### config.mk
export PLATFORM = sky130hd
export DESIGN_NAME = commit_monitor
export DESIGN_NICKNAME = d
export VERILOG_FILES = /design/src/rtl/commit_monitor_pkg.sv /design/src/rtl/commit_pop_count.sv /design/src/rtl/commit_monitor.sv
export SDC_FILE = /design/constraint.sdc
export NUM_CORES = 1
export LEC_CHECK = 0
export CORE_ASPECT_RATIO = 1.4
export CORE_MARGIN = 10
export CORE_UTILIZATION = 39
export CTS_BUF_LIST = sky130_fd_sc_hd__clkbuf_8 sky130_fd_sc_hd__clkbuf_16
export CTS_CLUSTER_SIZE = 25
export DETAILED_ROUTE_END_ITERATION = 16
export PLACE_DENSITY = 0.7
export SETUP_SLACK_MARGIN = 0.4
export SLEW_MARGIN = 20
export SYNTH_ARGS = -nofsm -noshare
export SYNTH_HDL_FRONTEND = slang
export SYNTH_SLANG_ARGS = --single-unit
### constraint.sdc
create_clock -name clk -period 4.4 [get_ports clk]
set_input_delay 0.44 -clock clk [delete_from_list [all_inputs] [get_ports clk]]
set_output_delay 0.44 -clock clk [all_outputs]
set_load 0.05 [all_outputs]
### src/rtl/commit_monitor_pkg.sv
// Shared types for the commit monitor:
// FSM states, done reasons, default counter width.
package CommitMonitorTypes;

  localparam int DEF_CNT_WIDTH = 32;

  typedef enum logic [1:0] {
    ST_IDLE = 2'd0,
    ST_RUN  = 2'd1,
    ST_DONE = 2'd2
  } state_e;

  typedef enum logic [1:0] {
    RSN_NONE    = 2'd0,
    RSN_GOAL    = 2'd1,
    RSN_TIMEOUT = 2'd2
  } reason_e;

endpackage

### src/rtl/commit_pop_count.sv
// Population count of a commit lane vector.
// Pure combinational helper.
module commit_pop_count #(
  parameter int W  = 2,
  parameter int PW = $clog2(W + 1)
) (
  input  logic [W-1:0]  bits,
  output logic [PW-1:0] count
);

  // Sum of set bits across all lanes
  always_comb begin
    count = '0;
    for (int i = 0; i < W; i++) begin
      count = count + PW'(bits[i]);
    end
  end

endmodule

### src/rtl/commit_monitor.sv
// Commit-stream run monitor: counts cycles and
// retired ops, stops on goal PC or cycle limit.
module commit_monitor
  import CommitMonitorTypes::*;
#(
  parameter int COMMIT_WIDTH = 2,
  parameter int CNT_WIDTH    = DEF_CNT_WIDTH
) (
  input  logic                         clk,
  input  logic                         negResetIn,
  input  logic                         start,
  input  logic                         clear,
  input  logic                         enablePcGoal,
  input  logic [31:0]                  pcGoal,
  input  logic [CNT_WIDTH-1:0]         maxCycles,
  input  logic [COMMIT_WIDTH-1:0]      commit,
  input  logic [COMMIT_WIDTH-1:0]      firstMicroOp,
  input  logic [COMMIT_WIDTH-1:0][31:0] commitPC,
  output logic                         busy,
  output logic                         done,
  output logic [1:0]                   doneReason,
  output logic [CNT_WIDTH-1:0]         cycleCount,
  output logic [CNT_WIDTH-1:0]         numMicroOp,
  output logic [CNT_WIDTH-1:0]         numRiscvOp,
  output logic [31:0]                  lastCommittedPC,
  output logic                         overflow,
  output logic                         laneOrderError
);

  localparam int PW = $clog2(COMMIT_WIDTH + 1);

  state_e                state;
  state_e                state_nx;
  reason_e               reason;
  logic [PW-1:0]         uop_inc;
  logic [PW-1:0]         rv_inc;
  logic [CNT_WIDTH:0]    cyc_sum;
  logic [CNT_WIDTH:0]    uop_sum;
  logic [CNT_WIDTH:0]    rv_sum;
  logic [CNT_WIDTH-1:0]  cyc_nx;
  logic [CNT_WIDTH-1:0]  uop_nx;
  logic [CNT_WIDTH-1:0]  rv_nx;
  logic                  ovf_nx;
  logic                  goal;
  logic                  timeout;
  logic                  order_bad;
  logic                  run_start;
  logic [31:0]           pc_sel;
  logic [COMMIT_WIDTH-1:0] rv_lanes;

  assign rv_lanes = commit & firstMicroOp;

  commit_pop_count #(.W(COMMIT_WIDTH), .PW(PW)) u_pop_uop (
    .bits  (commit),
    .count (uop_inc)
  );

  commit_pop_count #(.W(COMMIT_WIDTH), .PW(PW)) u_pop_rv (
    .bits  (rv_lanes),
    .count (rv_inc)
  );

  // Saturating next values for the three counters
  always_comb begin
    cyc_sum = {1'b0, cycleCount} + (CNT_WIDTH+1)'(1);
    uop_sum = {1'b0, numMicroOp} + (CNT_WIDTH+1)'(uop_inc);
    rv_sum  = {1'b0, numRiscvOp} + (CNT_WIDTH+1)'(rv_inc);
    cyc_nx  = cyc_sum[CNT_WIDTH] ? '1 : cyc_sum[CNT_WIDTH-1:0];
    uop_nx  = uop_sum[CNT_WIDTH] ? '1 : uop_sum[CNT_WIDTH-1:0];
    rv_nx   = rv_sum[CNT_WIDTH]  ? '1 : rv_sum[CNT_WIDTH-1:0];
    ovf_nx  = cyc_sum[CNT_WIDTH] | uop_sum[CNT_WIDTH]
            | rv_sum[CNT_WIDTH];
  end

  // Highest committing lane wins the PC; any lane may hit goal
  always_comb begin
    pc_sel = lastCommittedPC;
    goal   = 1'b0;
    for (int i = 0; i < COMMIT_WIDTH; i++) begin
      if (commit[i]) begin
        pc_sel = commitPC[i];
        if (enablePcGoal && (commitPC[i] == pcGoal)) begin
          goal = 1'b1;
        end
      end
    end
  end

  // A set lane above a clear one means commit+1 shares a bit with it
  assign order_bad = |(commit & (commit + COMMIT_WIDTH'(1)));
  assign timeout   = (maxCycles != '0) && (cyc_nx == maxCycles);
  assign run_start = (state == ST_IDLE) && start && !clear;

  // State register
  always_ff @(posedge clk or negedge negResetIn) begin
    if (!negResetIn) state <= ST_IDLE;
    else             state <= state_nx;
  end

  // Next-state decode; clear beats start and termination
  always_comb begin
    state_nx = state;
    unique case (1'b1)
      (state == ST_IDLE): if (run_start) state_nx = ST_RUN;
      (state == ST_RUN): begin
        if (clear)                state_nx = ST_IDLE;
        else if (goal || timeout) state_nx = ST_DONE;
      end
      (state == ST_DONE): if (clear) state_nx = ST_IDLE;
      default: state_nx = ST_IDLE;
    endcase
  end

  // Status outputs decoded from the state register
  always_comb begin
    busy = (state == ST_RUN);
    done = (state == ST_DONE);
  end

  assign doneReason = reason;

  // Run statistics: cleared on start, updated only while running
  always_ff @(posedge clk or negedge negResetIn) begin
    if (!negResetIn) begin
      cycleCount      <= '0;
      numMicroOp      <= '0;
      numRiscvOp      <= '0;
      lastCommittedPC <= '0;
      overflow        <= 1'b0;
      laneOrderError  <= 1'b0;
      reason          <= RSN_NONE;
    end else if (run_start) begin
      cycleCount      <= '0;
      numMicroOp      <= '0;
      numRiscvOp      <= '0;
      lastCommittedPC <= '0;
      overflow        <= 1'b0;
      laneOrderError  <= 1'b0;
      reason          <= RSN_NONE;
    end else if (state == ST_RUN) begin
      cycleCount      <= cyc_nx;
      numMicroOp      <= uop_nx;
      numRiscvOp      <= rv_nx;
      lastCommittedPC <= pc_sel;
      if (ovf_nx)    overflow       <= 1'b1;
      if (order_bad) laneOrderError <= 1'b1;
      if (!clear) begin
        if (goal)         reason <= RSN_GOAL;
        else if (timeout) reason <= RSN_TIMEOUT;
      end
    end
  end

endmodule

# [Yosys cells after proc, flatten, opt, wreduce, memory -nomap -nowiden]
# Cells that the tools add are included.
[word_totals] regBits=134 latch_bits=0 ram_bits=0 mem_bits_ro=0 inputBits=137 output_inout_bits=134 word_cells=80 n_memories=0
[classes] n_addsub=6 n_mul=0 div_mod_pow=0 magnitude_cmp=0 n_eq_ne=9 n_shift=0 n_mux=33 bitwise=4 reduce_logical=20
[op_table] cell="$mux W32" n=13
[op_table] cell="$eq A32 B32 Y1" n=3
[op_table] cell="$add A32 B2 Y33" n=2
[op_table] cell="$add A32 B1 Y33 const B" n=1
[op_table] cell="$reduce_bool A32 Y1" n=1
[op_table] cell="$mux W2" n=9
[op_table] cell="$mux W1" n=10
[op_table] cell="$pmux W2 S3" n=1
[op_table] cell="$reduce_and A2 Y1" n=3
[op_table] cell="$reduce_and A3 Y1" n=2
[op_table] cell="$reduce_bool A2 Y1" n=3
[op_table] cell="$reduce_bool A3 Y1" n=2
[op_table] cell="$logic_and A1 B1 Y1" n=5
[op_table] cell="$add A1 B1 Y2" n=2
[op_table] cell="$and A2 B2 Y2" n=2
[op_table] cell="$ne A2 B2 Y1 const B" n=2
[op_table] cell="$ne A3 B2 Y1 const B" n=1
[op_table] cell="$add A2 B1 Y2 const B" n=1
[op_table] cell="$eq A2 B1 Y1 const B" n=1
[op_table] cell="$eq A2 B2 Y1 const B" n=1
[op_table] cell="$logic_not A2 Y1" n=1
[op_table] cell="$ne A2 B1 Y1 const B" n=1
[op_table] cell="$or A1 B1 Y1" n=2
[op_table] cell="$reduce_or A2 Y1" n=1
[op_table] cell="other kinds (2)" n=2

# [Logic depth before layout (Yosys ltp)]
# Gate-level depths: netlist of the first run.
[depth] depth_word=10 mapped_depth=15 depth_no_buf=11

# [Hierarchy]
# From an unflattened synthesis of the first run, not the netlist that was laid out.
[hier_totals] cells_unflattened=1064 hier_area_um2=9107.5
[by_module_without_submodules] mod="commit_monitor" instances=1 cells_per_inst=1062 area_per_inst_um2=9082.5 seq_area_each_um2=3353.2
[by_module_without_submodules] mod="commit_pop_count" instances=2 cells_per_inst=1 area_per_inst_um2=12.5 seq_area_each_um2=0.0

# [Worst setup path before layout of the first run]
# No wires, ideal clock.
[synth_path] path_kind="input to register" start="input port commit[1]" end="register numRiscvOp[11]" setup_ns=0.099 arrival_time_ns=3.952 required_time_ns=4.301 path_slack_ns=0.348 stages=15 path_buffers=4 path_cell_list="clkbuf_1 buf_1 and2_1 fa_1 ha_1 and3_1 nor2b_1 nor2b_1 nand4_1 or4_1 clkbuf_1 clkbuf_1 a21oi_1 nor2_1 a311oi_1"
[synth_via] elab_chain_len=6
[synth_lines] element="from (decl)" line_no="commit_monitor.sv:16" source="input logic [COMMIT_WIDTH-1:0] commit,"
[synth_lines] element="$and A2 B2 Y2" line_no="commit_monitor.sv:51" source="assign rv_lanes = commit & firstMicroOp;"
[synth_lines] element="$add A1 B1 Y2" line_no="commit_pop_count.sv:15" source="count = count + PW'(bits[i]);"
[synth_lines] element="$add A32 B2 Y33" line_no="commit_monitor.sv:67" source="rv_sum = {1'b0, numRiscvOp} + (CNT_WIDTH+1)'(rv_inc);"
[synth_lines] element="$mux W32" line_no="commit_monitor.sv:70" source="rv_nx = rv_sum[CNT_WIDTH] ? '1 : rv_sum[CNT_WIDTH-1:0];"
[synth_lines] element="$mux W32" line_no="commit_monitor.sv:140" source="end else if (state == ST_RUN) begin"
[synth_lines] element="$mux W32" line_no="commit_monitor.sv:132" source="end else if (run_start) begin"
[synth_lines] element="to (signal assigned)" line_no="commit_monitor.sv:143" source="numRiscvOp <= rv_nx;"
[synth_lines] element="to (decl)" line_no="commit_monitor.sv:24" source="output logic [CNT_WIDTH-1:0] numRiscvOp,"
# Every way passes these cells. The select of a mux whose other input is x is not followed.
# A chain may end at the register's enable or synchronous reset.

# [Final worst setup path of the first run]
[layout_path] start="register cycleCount[1]" end="register state[1]"
[layout_via] elab_chain_len=7
[layout_lines] element="from (decl)" line_no="commit_monitor.sv:22" source="output logic [CNT_WIDTH-1:0] cycleCount,"
[layout_lines] element="from (signal assigned)" line_no="commit_monitor.sv:141" source="cycleCount <= cyc_nx;"
[layout_lines] element="$add A32 B1 Y33" line_no="commit_monitor.sv:65" source="cyc_sum = {1'b0, cycleCount} + (CNT_WIDTH+1)'(1);"
[layout_lines] element="$mux W32" line_no="commit_monitor.sv:68" source="cyc_nx = cyc_sum[CNT_WIDTH] ? '1 : cyc_sum[CNT_WIDTH-1:0];"
[layout_lines] element="$eq A32 B32 Y1" line_no="commit_monitor.sv:91" source="assign timeout = (maxCycles != '0) && (cyc_nx == maxCycles);"
[layout_lines] element="$logic_and A1 B1 Y1" line_no="commit_monitor.sv:91"
[layout_lines] element="$logic_or A1 B1 Y1" line_no="commit_monitor.sv:107" source="else if (goal || timeout) state_nx = ST_DONE;"
[layout_lines] element="$ne A3 B2 Y1 (no line)"
[layout_lines] element="$reduce_and A3 Y1 (no line)"
[layout_lines] element="to (signal assigned)" line_no="commit_monitor.sv:97" source="else state <= state_nx;"
[layout_lines] element="to (decl)" line_no="commit_monitor.sv:32" source="state_e state;"
# Every way passes these cells.

==> qor.csv, run 1 <==
metric,value,unit
synth_edf_count,0,
wl,41100,microns
finalCritPeriodShare,0.863,
synth_fa_ha_area_frac,0.00818,
postSynthAreaPerCell,8.47,sq um
synth_area_leaders,"dfrtp_1, nor2_1, a211oi_1",
setup_viol,0,
fin_skew,12.5,ps
fin_cells,1685,
crit_slowest_cell,or4_1,
start_kind,flip-flop,
cts-hold-fix-buffers,0,
path_common_cell,nor4_1,
grtUsageTotal,0.258,
grt_max_degree,108,
worstPathMaxFanout,17,
yosysUniqueCellTypes,80,
critical_path.top_delay_family,simple AND/OR/NAND/NOR gates,
worstSetupPathType,reg2reg,
slew-limit-headroom,0.253,
synth_compound_area_frac,0.214,
hp-class,in2async,
slew_violations,0,
outcome,"complete, no violations",
yosysSeqAreaShare,0.354,
r2r_end,state[1],
path_clk_slew,60,ps
whs,72.3,ps
synth_common_cells,"dfrtp_1, nor2_1, a21oi_1",
initial_core_util,0.395,
grt-ovfl-total,0,
synth_top_cell_by_area,dfrtp_1,
synth_top_family_by_area,simple AND/OR/NAND/NOR gates,
place_inst,1653,
clock_sinks,134,
drt-pass1-iter-count,5,
top_level_ports,271,
antenna_found_initial,0,
total_leakage_power,0.00496,uW
finalCriticalPeriod,3800,ps
ff2ff_setup_slack,600,ps
synth_xor_area_frac,0.0795,
ir_drop,0.307,mV
clock_latency,430,ps
netlist_instances,1119,
yosys.area_share.simple,0.260,
hpwl,31800,microns
rows,67,
cts_tree,built,
ys_warn_count,0,
antenna_cells,0,
dieArea,31000,sq um
gp_congestion,1.03,
cts_buffers,17,
grt_pass1_vias,10422,
ctsHtreeMaxLevel,4,
post-route-drc-count,0,
crit_buf_inv,0,
die_w,152,microns
detail_route.vias_per_cell,6.12,
drt_iter0_markers,854,
dr_total_vias,10305,
cp.required,4750,ps
tightestPinTransition,1120,ps
yosys-mux-area-fraction,0.0434,
crit_chain,ha_2 -> nand4_2 -> or4_1 -> nor2_4 -> nor2_1 -> nor4_1 -> nand4_1 -> nor4_1 -> or4b_1 -> a211oi_2,
async_flop_share,1.00,
yosysMostFrequentCell,dfrtp_1,
arrival,4140,ps
wire_per_inst,24.4,microns
rsz0062_at_grt,false,
synth_area,9480,sq um
ys_seq_elements,134,
coreArea,24000,sq um
cts_root_buf,clkbuf_16,
synth_ff_type,dfrtp_1,
ant_nets,0,
timing.setup.tns,0,ps
synthToLayoutAreaGrowth,37.4,%
p_per_area,316,nW/um^2
rr_worst_depth,10,
rr_startpoint,cycleCount[1],
drive_gt1_frac,0.0662,
nets,1504,
die_y,204,microns
clk_path_buf_depth,2,
crit_path_end_kind,flip-flop,
io_buffers,270,
grt_pass1_wl,61700,microns
maxCapViolCount,0,
post-cts-setup-buffers,0,
hold_viol_final,0,
max_stage_delay,590,ps
max_freq,263,MHz
synth_nets,1261,
synth_top_area_frac,0.354,
-- worst max-delay path by stage --
| stage | start | endpoint | slack [ps] | cells past startpoint |
|---|---|---|---|---|
| after global placement | commit[0] | numRiscvOp[7] | 330 | 12 |
| after detailed placement | commit[0] | numRiscvOp[21] | 220 | 13 |
| after CTS | cycleCount[0] | state[1] | 520 | 10 |
| after global routing | cycleCount[1] | state[1] | 400 | 11 |
| final | cycleCount[1] | state[1] | 600 | 10 |
| after floorplan | commit[1] | numRiscvOp[11] | 530 | 15 |
-- worst reg2reg max path, stage by stage, from the launching register on --
cell,delay [ps]
dfrtp_1,450
ha_2,280
nand4_2,210
or4_1,590
nor2_4,430
nor2_1,110
nor4_1,360
nand4_1,240
nor4_1,300
or4b_1,530
a211oi_2,210
-- registers in the layout (all words and copies together), names as in the netlist --
| signal | flops |
|---|---|
| cycleCount | 32 |
| lastCommittedPC | 32 |
| state | 2 |
| numMicroOp | 32 |
| overflow | 1 |
| laneOrderError | 1 |
| numRiscvOp | 32 |
| doneReason | 2 |
-- metrics by stage --
step	cell area [sq um]	setup slack [ps]	power, uW	util
2_1_floorplan	9480	530	2250	-
3_3_place_gp	12500	326	2890	0.522
3_5_place_dp	12500	220	2890	0.522
4_1_cts	13000	515	4150	0.543
5_1_grt	13000	396	4290	0.543
6_report	13000	604	4120	0.543
-- what timing repair did --
item	CTS	global route
hold endpoints to repair	0	0
endpoints found under the setup margin	0	6
gates resized for setup	0	3
-- placed cells by master, fill, tap and decap left out, types with 4 or more instances in the layout --
cell type / netlist / final
a31o_2: 4 / 4
clkdlybuf4s50_1: 0 / 268
o211a_1: 4 / 4
and4_1: 16 / 16
or3_1: 5 / 5
nor3b_1: 4 / 4
buf_4: 1 / 28
o211ai_1: 4 / 4
nor3_1: 38 / 38
nand3_1: 50 / 50
nand2_1: 56 / 56
a311oi_1: 32 / 32
mux2i_1: 40 / 40
nand2b_1: 8 / 7
nand4_1: 38 / 38
nor4_1: 33 / 33
clkbuf_16: 0 / 17
inv_1: 25 / 29
clkinv_2: 0 / 7
a211oi_1: 56 / 56
or4_1: 8 / 7
dfrtp_1: 134 / 133
nor2_1: 131 / 130
a21oi_1: 84 / 84
xnor2_1: 42 / 42
and2_1: 12 / 12
and3_1: 25 / 25
xor2_1: 44 / 44
a21o_1: 4 / 4
a31oi_1: 20 / 20
nor2b_1: 7 / 7
o21ai_0: 36 / 36
-- area by class of cell --
cell class,instances,area (sq um)
repair buffers,299,2930
clock buffers,17,425
flip-flops and latches,134,3350
clock inverters,15,77.6
fillers,2269,11000
multi-input cells,885,5750
well taps,310,388
inverters,25,93.8
-- layer usage --
metal / track usage / vias up / part of all wire
met5: 0 / - / 0
met1: 0.274 / 4948 / 0.36
met2: 0.449 / 520 / 0.51
li1: - / 4744 / -
met4: 0.137 / 0 / 0.047
met3: 0.0733 / 93 / 0.086
-- power breakdown --
part | switching (uW) | internal (uW) | total [uW] | leakage (uW)
clock network | 545 | 699 | 1240 | 0.000268
logic | 903 | 496 | 1400 | 0.00290
registers | 128 | 1350 | 1470 | 0.00180
-- logic make-up after synthesis --
logic type                 count (synthesis)
and+or+nand+nor                          457
AOI/OAI and AO/OA                        296
DFF                                      134
buffers and inverters                    100
xor gates and xnor gates                  86
muxes                                     41
adders and majority gates                  5
Note: power is estimated with default switching activity, not from simulation.
==> run 2: changes to the inputs <==
Settings changed: CORE_ASPECT_RATIO 1.4 to 0.6, CORE_MARGIN 10 to 5.
==> run 2 against run 1 <==
Wire length down 1.1%. Non-clock buffer count increased by 10. Clock skew decreased by 1.9 ps. Register-to-register slack is essentially flat. Global-route usage grew 2.9 points. Sequential power about the same. Die area down 11%. Clock-buffer cell count is the same. Critical path type unchanged. Highest routed layer unchanged.
==> qor.csv, run 2 (synthesized netlist as in run 1, its figures left out) <==
metric,value,unit,change
finalCriticalPeriod,3810,ps,+12.5 ps
hpwl,31400,microns,-1.5%
slew-limit-headroom,0.364,,+0.111
crit_buf_inv,1,,+1
rsz0062_at_grt,false,,
wl,40700,microns,-1.1%
cts_buffers,17,,unchanged
slew_violations,0,,unchanged
p_per_area,329,nW/um^2,+4.0%
clock_sinks,134,,unchanged
total_leakage_power,0.00507,uW,+2.2%
arrival,4130,ps,about the same
grtUsageTotal,0.288,,+0.0295
rows,44,,-34%
start_kind,flip-flop,,
ant_nets,0,,unchanged
timing.setup.tns,0,ps,unchanged
grt_max_degree,106,,-1.9%
worstSetupPathType,reg2reg,,
die_y,131,microns,-36%
grt_pass1_wl,60700,microns,-1.6%
tightestPinTransition,945,ps,-171 ps
clk_path_buf_depth,2,,unchanged
drive_gt1_frac,0.0722,,+0.00602
hp-class,in2async,,
layout_commonest_cell,clkdlybuf4s50_1,,
outcome,"complete, no violations",,
path_clk_slew,60,ps,about the same
initial_core_util,0.394,,-0.00136
ctsHtreeMaxLevel,4,,unchanged
place_inst,1668,,+0.91%
finalCritPeriodShare,0.866,,+0.00284
fin_cells,1708,,+1.4%
max_freq,263,MHz,-0.33%
hold_viol_final,0,,unchanged
wire_per_inst,23.8,microns,-2.4%
top_level_ports,271,,unchanged
detail_route.vias_per_cell,6.06,,-0.93%
dieArea,27600,sq um,-11%
nets,1514,,+0.66%
ff2ff_setup_slack,590,ps,about the same
max_stage_delay,610,ps,+20 ps
worstPathMaxFanout,16,,-1
setup_viol,0,,unchanged
die_w,211,microns,+39%
dr_total_vias,10348,,+0.42%
drt-pass1-iter-count,6,,+1
crit_chain,ha_1 -> nand4_2 -> or4_1 -> buf_4 -> nor4_2 -> nor3_1 -> a2111oi_2 -> nand3b_1 -> nor4_1 -> or4b_1 -> a21o_1,,
antenna_found_initial,0,,unchanged
cts_tree,built,,
grt_pass1_vias,9585,,-8.0%
maxCapViolCount,0,,unchanged
io_buffers,270,,unchanged
fin_skew,10.5,ps,-1.94 ps
cp.required,4720,ps,-30 ps
crit_path_end_kind,flip-flop,,
synthToLayoutAreaGrowth,39.7,%,
coreArea,24100,sq um,+0.34%
post-route-drc-count,0,,unchanged
drt_iter0_markers,1254,,+47%
cts_root_buf,clkbuf_16,,
grt-ovfl-total,0,,unchanged
nFillCells,2192,,-3.4%
ir_drop,0.235,mV,-24%
mostFrequentLayoutCells,"clkdlybuf4s50_1, dfrtp_1, nor2_1",,
critical_path.top_delay_family,simple AND/OR/NAND/NOR gates,,
crit_slowest_cell,or4_1,,
clock_latency,430,ps,about the same
gp_congestion,1.04,,+0.57%
-- run 2: final timing paths --
path	depth (start not counted)	to	startpoint
max in group asynchronous	4	numRiscvOp[13]	negResetIn
hold reg to reg	1	laneOrderError	laneOrderError
setup / recovery	11	state[0]	cycleCount[0]
setup reg to reg	11	state[0]	cycleCount[0]
hold / removal	2	lastCommittedPC[10]	negResetIn
min in group clk	1	laneOrderError	laneOrderError
-- run 2: power by group --
group,total (uW),switching [uW],internal (uW),leakage [uW]
logic,1410,914,498,0.00296
registers,1460,115,1350,0.00180
clock network,1480,552,932,0.000314
-- run 2: layer usage --
metal,GRT usage,wire length [microns],vias up
met1,0.463,19900,5033
met2,0.369,15800,509
met4,0.0541,471,0
li1,-,-,4768
met3,0.0916,4500,38
met5,0,0,-
-- run 2: per-stage QoR --
step | instance area, sq um | setup slack [ps] | utilization | power (uW) | hold WS, ps
floorplan | 9480 | 530 | - | 2250 | 144
global placement | 12500 | 389 | 0.521 | 2880 | 478
detailed placement | 12500 | 278 | 0.521 | 2880 | 486
CTS | 13100 | 442 | 0.546 | 4370 | 178
global route | 13200 | 409 | 0.550 | 4510 | 469
finish | 13200 | 591 | 0.550 | 4360 | 447
-- run 2: final cells by class --
class / instances / area [sq um] / area share
clock inverter: 15 / 174 / 0.0131
tap: 322 / 403 / 0.0304
clock buffer: 17 / 425 / 0.0321
inverter: 25 / 93.8 / 0.00709
multi-input combinational: 885 / 5760 / 0.435
timing repair buffer: 309 / 3030 / 0.229
antenna: 1 / 2.50 / 0.000189
sequential: 134 / 3350 / 0.253
-- run 2: timing repair --
action | CTS | global route
resized for setup | 0 | 4
setup buffers | 0 | 5
hold buffers | 0 | 1
endpoints found under the hold margin | 0 | 27
setup endpoints to repair | 0 | 12
==> run 3: changes to the inputs <==
--- a/config.mk
+++ b/config.mk
@@ -14,4 +14,5 @@
 export PLACE_DENSITY = 0.7
 export SETUP_SLACK_MARGIN = 0.4
+export SKIP_CTS_REPAIR_TIMING = 1
 export SLEW_MARGIN = 20
 export SYNTH_ARGS = -nofsm -noshare
==> constraint.sdc (replaced) <==
create_clock -name clk -period 4.4 [get_ports clk]
set_input_delay 0.44 -clock clk [delete_from_list [all_inputs] [get_ports clk]]
set_output_delay 0.44 -clock clk [all_outputs]
set_load 0.01 [all_outputs]
==> run 3 against run 2 <==
Clock-buffer cell count is 5 higher. Die area stayed put. Clock power is 6% lower. Core utilization is 0.14 points lower. Total power is 10% lower. Highest routed layer unchanged. Critical path type unchanged. Final cell count hardly changed. Critical endpoint unchanged. Register-to-register slack worse by 50 ps. Clock skew is 1.7 ps lower. First-iteration DRC count is 7.4% lower. Hold slack better by 41 ps.
==> qor.csv, run 3 (synthesized netlist as in run 1, its figures left out) <==
metric,value,unit,change
outcome,"complete, no violations",,
sequentialPowerShare,0.373,,+0.038
grt-ovfl-total,0,,unchanged
dieArea,27600,sq um,unchanged
layout_commonest_cell,clkdlybuf4s50_1,,
crit_chain,ha_1 -> nand4_2 -> or4_1 -> buf_4 -> o21ai_1 -> mux2i_1 -> nor4_4 -> nand4_1 -> nor4_1 -> or4b_1 -> a21o_1,,
start_kind,flip-flop,,
timing.setup.tns,0,ps,unchanged
dr_total_vias,10407,,+0.57%
worstSetupPathType,reg2reg,,
rr_startpoint,cycleCount[0],,
rr_worst_depth,11,,unchanged
nets,1514,,unchanged
grt_max_degree,56,,-47%
arrival,4180,ps,+50 ps
power_switching,1230,uW,-22%
grt_pass1_vias,9563,,-0.23%
antenna_found_initial,2,,+2
ant_nets,0,,unchanged
cp.required,4720,ps,about the same
ctsHtreeMaxLevel,4,,unchanged
maxCapViolCount,0,,unchanged
die_w,211,microns,unchanged
synthToLayoutAreaGrowth,39.4,%,
crit_slowest_cell,or4_1,,
clockPowerShare,0.356,,+0.015
drt-pass1-iter-count,5,,-1
fin_skew,8.81,ps,-1.73 ps
hp-class,reg2reg,,
cts_root_buf,clkbuf_16,,
clock_sinks,134,,unchanged
worstPathMaxFanout,16,,unchanged
crit_path_end_kind,flip-flop,,
switching_share,0.314,,-0.0488
slew_violations,0,,unchanged
power_frac_comb,0.271,,-0.053
grtUsageTotal,0.287,,-0.000414
multi_input_area,5770,sq um,+0.17%
post-route-drc-count,0,,unchanged
wire_per_inst,23.8,microns,about the same
nFillCells,2190,,-0.091%
path_clk_slew,60,ps,about the same
ir_drop,0.265,mV,+13%
clock_latency,430,ps,about the same
top_level_ports,271,,unchanged
slew-limit-headroom,0.395,,+0.0312
hpwl,31600,microns,+0.67%
hold_viol_final,0,,unchanged
utilization,0.549,,-0.00140
detail_route.vias_per_cell,6.09,,+0.51%
cts_tree,built,,
max_stage_delay,590,ps,-20 ps
p_per_area,297,nW/um^2,-9.8%
p_int,2690,uW,-3.2%
regArea,3350,sq um,about the same
coreArea,24100,sq um,unchanged
wl,40700,microns,+0.10%
drt_iter0_markers,1161,,-7.4%
setup_viol,0,,unchanged
cts_buffers,17,,unchanged
total_leakage_power,0.00505,uW,-0.52%
io_buffers,270,,unchanged
gp_congestion,0.991,,-4.4%
max_freq,259,MHz,-1.3%
rows,44,,unchanged
grt_pass1_wl,60400,microns,-0.44%
ff2ff_setup_slack,540,ps,-50 ps
initial_core_util,0.394,,unchanged
clk_path_buf_depth,2,,unchanged
mostFrequentLayoutCells,"clkdlybuf4s50_1, dfrtp_1, nor2_1",,
rsz0062_at_grt,false,,
tightestPinTransition,899,ps,-46.4 ps
setup.worst_path.end,state[0],,
crit_start,cycleCount[0],,
finalCriticalPeriod,3860,ps,+49.0 ps
drive_gt1_frac,0.0736,,+0.00144
finalCritPeriodShare,0.877,,+0.0111
die_y,131,microns,unchanged
r2r_end,state[0],,
==> run 3: cell types whose count changed in the layout (fill, tap and decap cells not counted), sizes merged <==
cell	before	now
clkbuf	17	22
bufinv	4	1
inv	31	28
clkinvlp	1	2
diode	1	2
==> run 3: routing by layer <==
metal	vias to the layer above	track usage	routed length (microns)
li1	4774	-	-
met1	5050	0.463	20000
met2	546	0.369	15700
met3	37	0.0897	4610
met4	0	0.0545	442
met5	-	0	0
==> run 3: through the flow <==
step                      total power [uW]  worst slack, ps  std cells  hold WS, ps  instance area [sq um]
after floorplan                       1900              558       1119          144                   9480
after global placement                2530              364       1668          407                  12500
after detailed placement              2530              252       1668          406                  12500
after CTS                             3940              493       1700        -61.4                  13100
after global routing                  4090              396       1709          539                  13200
final                                 3920              542       1709          488                  13200
==> run 3: critical path, delay by kind of cell (launching register included) <==
kind / cells / cell delay, ps
AND/OR/NAND/NOR: 6 / 2190
flip-flops: 1 / 480
AO/OA/AOI/OAI: 2 / 340
adder cells (fa/ha/maj): 1 / 310
buffers and inverters: 1 / 240
multiplexers: 1 / 180
==> run 3: area by class of cell <==
type,instances,share of cell area
Antenna cell,2,0.000379
Timing Repair Buffer,309,0.228
Tap cell,322,0.0305
Multi-Input combinational cell,885,0.437
Inverter,25,0.00710
Clock inverter,10,0.00606
Sequential cell,134,0.254
Clock buffer,22,0.0374
==> run 3: power by group through the flow <==
stage / Sequential [uW] / Clock, uW / Combinational, uW
after floorplan: 1500 / 0 / 398
after global placement: 1470 / 0 / 1050
after detailed placement: 1480 / 0 / 1050
after CTS: 1460 / 1420 / 1060
after global routing: 1480 / 1480 / 1130
final: 1460 / 1390 / 1060
==> run 3: worst min path at each step <==
stage | to | cells past startpoint | slack, ps | from
finish | laneOrderError | 1 | 490 | laneOrderError
floorplan | cycleCount[0] | 0 | 140 | negResetIn
global placement | lastCommittedPC[10] | 1 | 410 | negResetIn
global route | laneOrderError | 1 | 540 | laneOrderError
detailed placement | lastCommittedPC[10] | 1 | 410 | negResetIn
CTS | lastCommittedPC[10] | 1 | -60 | negResetIn
